<file path="config.mk">
export PLATFORM = sky130hd
export DESIGN_NAME = fetch_unit
export DESIGN_NICKNAME = d
export VERILOG_FILES = /design/src/rtl/fetch_unit.sv
export SDC_FILE = /design/constraint.sdc
export NUM_CORES = 1
export LEC_CHECK = 0
export ABC_AREA = 1
export BUFFER_PORTS_ARGS = -buffer_cell sky130_fd_sc_hd__buf_4
export CORE_ASPECT_RATIO = 0.75
export CORE_MARGIN = 5
export CORE_UTILIZATION = 55
export CTS_CLUSTER_DIAMETER = 120
export DETAILED_ROUTE_END_ITERATION = 8
export PLACE_DENSITY_LB_ADDON = 0.2
export SYNTH_ARGS = -nofsm -noshare
export SYNTH_HDL_FRONTEND = slang
export SYNTH_SLANG_ARGS = --single-unit
</file>
<file path="constraint.sdc">
create_clock -name clk -period 5.9 [get_ports clk]
set_input_delay 0.885 -clock clk [delete_from_list [all_inputs] [get_ports clk]]
set_output_delay 0.885 -clock clk [all_outputs]
set_load 0.05 [all_outputs]
</file>
<file path="src/rtl/fetch_unit.sv">
// Instruction fetch stage: fills a one-line buffer over the system bus
// and streams 32-bit instructions with their PC to the decoder.
module fetch_unit #(
  parameter int LINE_BEATS = 8,
  parameter int TAG_W      = 13
) (
  input  logic             clk,
  input  logic             reset,
  input  logic [63:0]      entry,
  output logic             bus_reqcyc,
  output logic [63:0]      bus_req,
  output logic [TAG_W-1:0] bus_reqtag,
  input  logic             bus_reqack,
  input  logic             bus_respcyc,
  input  logic [63:0]      bus_resp,
  output logic             bus_respack,
  output logic [31:0]      instruction,
  output logic [63:0]      pc,
  output logic             instr_valid,
  input  logic             instr_ready,
  input  logic             redirect,
  input  logic [63:0]      redirect_pc,
  output logic             halt
);

  localparam int SLOTS = 2 * LINE_BEATS;
  localparam int SW    = $clog2(SLOTS);
  localparam int OW    = SW + 2;
  localparam int CW    = $clog2(LINE_BEATS);

  // read request into the memory space
  localparam logic [12:0] TAG_RD_MEM = {1'b1, 4'b0001, 8'h00};

  localparam logic [63:0] LINE_MASK = ~((64'd1 << OW) - 64'd1);
  localparam logic [CW-1:0] LAST_BEAT = CW'(LINE_BEATS - 1);
  localparam logic [SW-1:0] LAST_SLOT = SW'(SLOTS - 1);

  typedef enum logic [2:0] {
    S_BOOT,
    S_REQ,
    S_RESP,
    S_ISSUE,
    S_HALT
  } state_e;

  state_e        state_q, state_d;
  logic [63:0]   pc_q, pc_d;
  logic [63:0]   req_q, req_d;
  logic          stale_q, stale_d;
  logic [CW-1:0] cnt_q, cnt_d;

  logic [31:0]   line_q [SLOTS];

  logic [SW-1:0] slot;
  logic [31:0]   cur;
  logic          cur_nz;
  logic [63:0]   rdr_pc;
  logic [SW-1:0] wr_lo;
  logic [SW-1:0] wr_hi;

  assign slot   = pc_q[OW-1:2];
  assign cur    = line_q[slot];
  assign cur_nz = |cur;
  assign rdr_pc = redirect_pc & ~64'h3;
  assign wr_lo  = {cnt_q, 1'b0};
  assign wr_hi  = {cnt_q, 1'b1};

  always_ff @(posedge clk or posedge reset) begin
    if (reset) begin
      state_q <= S_BOOT;
      pc_q    <= '0;
      req_q   <= '0;
      stale_q <= 1'b0;
      cnt_q   <= '0;
    end else begin
      state_q <= state_d;
      pc_q    <= pc_d;
      req_q   <= req_d;
      stale_q <= stale_d;
      cnt_q   <= cnt_d;
    end
  end

  // line storage needs no reset: it is always filled before it is read
  always_ff @(posedge clk) begin
    if (bus_respack) begin
      line_q[wr_lo] <= bus_resp[31:0];
      line_q[wr_hi] <= bus_resp[63:32];
    end
  end

  always_comb begin
    state_d = state_q;
    pc_d    = pc_q;
    req_d   = req_q;
    stale_d = stale_q;
    cnt_d   = cnt_q;
    unique case (state_q)
      S_BOOT: begin
        pc_d    = redirect ? rdr_pc : (entry & ~64'h3);
        state_d = S_REQ;
      end
      S_REQ: begin
        if (redirect) begin
          pc_d    = rdr_pc;
          stale_d = 1'b1;
        end
        if (bus_reqack) begin
          state_d = S_RESP;
          cnt_d   = '0;
        end
      end
      S_RESP: begin
        if (redirect) begin
          pc_d    = rdr_pc;
          stale_d = 1'b1;
        end
        if (bus_respcyc) begin
          cnt_d = cnt_q + 1'b1;
          if (cnt_q == LAST_BEAT) begin
            if (stale_q || redirect) begin
              state_d = S_REQ;
              stale_d = 1'b0;
            end else begin
              state_d = S_ISSUE;
            end
          end
        end
      end
      S_ISSUE: begin
        unique case (1'b1)
          redirect: begin
            pc_d    = rdr_pc;
            state_d = S_REQ;
          end
          !cur_nz: begin
            state_d = S_HALT;
          end
          default: begin
            if (instr_ready) begin
              pc_d = pc_q + 64'd4;
              if (slot == LAST_SLOT) state_d = S_REQ;
            end
          end
        endcase
      end
      S_HALT: begin
        state_d = S_HALT;
      end
      default: begin
        state_d = S_BOOT;
      end
    endcase
    // capture the request address once so it holds until acked
    if (state_d == S_REQ && state_q != S_REQ) req_d = pc_d & LINE_MASK;
  end

  assign bus_reqcyc  = (state_q == S_REQ);
  assign bus_req     = bus_reqcyc ? req_q : '0;
  assign bus_reqtag  = bus_reqcyc ? TAG_W'(TAG_RD_MEM) : '0;
  assign bus_respack = (state_q == S_RESP) & bus_respcyc;
  assign instr_valid = (state_q == S_ISSUE) & cur_nz;
  assign instruction = instr_valid ? cur : '0;
  assign pc          = instr_valid ? pc_q : '0;
  assign halt        = (state_q == S_HALT);

endmodule

</file>
==> metrics.md <==
| Metric | Value |
|---|---|
| First-pass GRT wire length | `155,000 µm` |
| Initial Util | `a little under three fifths` |
| Worst setup path class | `flop to output pin` |
| Tmin final | `5.43 ns` |
| Setup bufs post-CTS | `0` |
| Final Setup Violations | `0` |
| Post-DRT Antenna Nets | `0` |
| Clk Latency, worst-skew pair | `0.63 ns` |
| Total grt overflow | `0` |
| Die area | `64,900 µm²` |
| CP delay by family, top | `simple AND/OR/NAND/NOR gates` |
| Lkg Pwr | `16.9 nW` |
| Worst EP required | `5.02 ns` |
| Fmax | `184 MHz` |
| Worst Clk Skew | `approximately 0.018 ns` |
| I/O Buffers | `351` |
| Area grow syn2layout | `15.6%` |
| Max-slew violation count | `0` |
| Max-cap viol count | `0` |
| Register area share after synthesis | `56.3%` |
| Most frequent standard cell in the layout excluding fill and tap cells | `nand2_1` |
| CTS tree | `done` |
| Number of global-route vias before repair | `around 26,000` |
| Post-Syn Area | `roughly 33,000 µm²` |
| Pre-antenna DRT Iters | `6` |
| Hpwl dp | `66,300 µm` |
| Slowest-stage cell, CP | `nor2_4` |
| YS warnings | `0` |
| Design Power | `approximately 19 mW` |
| Final Hold Viols | `0` |
| Via/cell ratio | `5.60` |
| Clock root cell | `clkbuf_16` |
| Post-synthesis register bit count | `639` |
| Chip Height | `222 µm` |
| Clock-pin transition on the worst setup and hold timing paths | `0.06 ns` |
| Largest net degree at the start of global routing | `177` |
| Bufs on Longest Clock Path | `3` |
| Slew Limit Headroom | `between 20% and 30%` |
| Final Hold Slack | `0.430 ns` |
| Die W | `between 200 and 300 µm` |
| Initial antenna violation count | `13` |
| Setup TNS | `0 ns` |
| Remaining DRCs | `0` |
| Synth Instances | `3,954` |
| Worst min path class | `primary input to async pin` |
| Crit Path Max Fanout | `62` |
| PD cells | `506 nW/µm²` |
| CTS Sinks | `639` |
| Unique masters post-synth | `just over 40` |
| Outcome | `completed` |
| Final Cycle Share | `92.0%` |
| GRT Util Overall | `30.8%` |
| Startpoint types | `flop` |
| First DRT Iteration DRCs | `just under 4,000` |
| Core Region | `roughly 60,000 µm²` |
| RSZ-0062 raised after global routing | `false` |
| CP cell instances | `inv_2, nor2_4, buf_4, nand2_1, nand2_1, nor2_1, nand2_1, nor2_1, nand2_1, inv_2, nand2_1, nor2_1, nor2_1, inv_4, buf_12, nor2_1, buf_4` |
| Worst-Margin Slew | `1.16 ns` |
| CTS Buf Count | `60` |
| Max stage delay on crit path | `0.78 ns` |
| Io pins | `between 300 and 400` |
| CP endpoint kind | `output pin` |
| Nets | `4,398` |
| Place WS | `1.09 ns` |
| DR vias | `about 28,000` |
| Post-CTS Resized | `0` |
| H-tree depth | `2` |
| Gpl congestion | `1.01` |
| Commonest non-fill, non-tap cells in the layout | `1,085 x nand2_1, 670 x nor2_1, 512 x edfxtp_1` |
| Max rail drop VDD | `0.000369 V` |
| Final setup margin | `0.469 ns` |
| Avg Cell Area, Syn | `8.33 µm²` |
| Row count | `77` |
| Hold-fix buffers at CTS | `0` |
| Critical Path AT | `4.55 ns` |
| Buffers and inverters on the worst path | `6` |
| Layout cells sized above 1 | `between 10% and 20%` |
| Final WL | `about 100,000 µm` |
| Routed len/inst | `~21 µm` |
-- cells in the mapped netlist, drive strengths merged --
| master | count | share of area (%) |
|---|---|---|
| o21a | 1 | 0.023 |
| xnor2 | 1 | 0.027 |
| dfrtp | 127 | 9.7 |
| nand3b | 1 | 0.023 |
| o21ai | 229 | 3.6 |
| nand4 | 27 | 0.51 |
| or2 | 1 | 0.019 |
| nor3b | 1 | 0.023 |
| nand3 | 341 | 5.2 |
| nand2 | 1087 | 12 |
| a32oi | 2 | 0.053 |
| clkbuf | 104 | 1.2 |
| inv | 452 | 5.2 |
| edfxtp | 512 | 47 |
| and2 | 1 | 0.019 |
| o211ai | 3 | 0.068 |
| o31ai | 1 | 0.023 |
| a21oi | 71 | 1.1 |
| xor2 | 54 | 1.4 |
| nor2 | 683 | 7.8 |
| ha | 3 | 0.11 |
| nor3 | 38 | 0.58 |
| a2111oi | 58 | 1.5 |
| buf | 138 | 2.5 |
| a31oi | 2 | 0.038 |
| and3 | 3 | 0.057 |
| nor4 | 6 | 0.11 |
| conb | 1 | 0.011 |
| clkinv | 5 | 0.057 |
| a32o | 1 | 0.030 |
-- kinds of logic (layout without fill, tap and decap cells) --
logic type / Yosys count / after routing / synth area share (%)
AO/OA/AOI/OAI: 368 / 368 / 6.43
XOR/XNOR: 55 / 55 / 1.46
adder cells (fa/ha/maj): 3 / 3 / 0.114
buffers and inverters: 699 / 973 / 8.86
flip-flops: 639 / 639 / 56.3
other: 1 / 25 / 0.0114
AND/OR/NAND/NOR: 2189 / 2189 / 26.8
-- area by class of cell --
class,instances,area [µm²]
Timing Repair Buffer,405,3140
Antenna cell,6,15.0
Clock inverter,35,413
Multi-Input combinational cell,2634,11600
Fill cell,4944,21100
Clock buffer,76,1600
Tap cell,790,988
Sequential cell,639,18600
Inverter,457,1730
-- worst paths after layout --
| check | cells after the start | slack, ns | start | endpoint |
|---|---|---|---|---|
| worst max-delay path | 17 | 0.47 | pc_q[5] | pc[46] |
| worst min-delay path | 2 | 0.43 | reset | pc_q[62] |
| worst max register to register | 18 | 0.97 | pc_q[3] | req_q[59] |
| worst min register to register | 2 | 0.49 | req_q[58] | req_q[58] |
| max in group asynchronous | 3 | 4.30 | reset | req_q[31] |
| min in group clk | 1 | 0.49 | bus_resp[33] | line_q[13][1] |
-- per-layer routing --
metal | wire [µm] | global-route usage, % | vias to the layer above
met3 | 13700 | 9.44 | 206
met2 | 43900 | 43.8 | 1610
met1 | 42700 | 45.9 | 13200
met5 | 94 | 0 | -
li1 | - | - | 13200
met4 | 3260 | 9.20 | 16
-- state kept, by name, indices dropped and copies added (netlist names) --
name / flops
line_q: 512
pc_q: 62
state_q: 3
stale_q: 1
req_q: 58
cnt_q: 3
-- metrics by stage --
step	area (µm²)	utilization [%]	instances
after floorplan	33000	-	3972
after global placement	36000	60.9	4925
after detailed placement	36000	60.9	4925
after CTS	38100	64.3	5036
after global routing	38100	64.4	5041
final	38100	64.4	5042
-- where the power goes --
| group | leakage, nW | internal (mW) | switching, mW | total, mW |
|---|---|---|---|---|
| clock | 0.978 | 2.27 | 1.71 | 3.99 |
| combinational | 9.72 | 2.51 | 6.77 | 9.28 |
| sequential | 6.20 | 5.40 | 0.606 | 6.00 |
| total | 16.9 | 10.2 | 9.09 | 19.3 |
No activity file was read; power rests on OpenSTA's default activity.
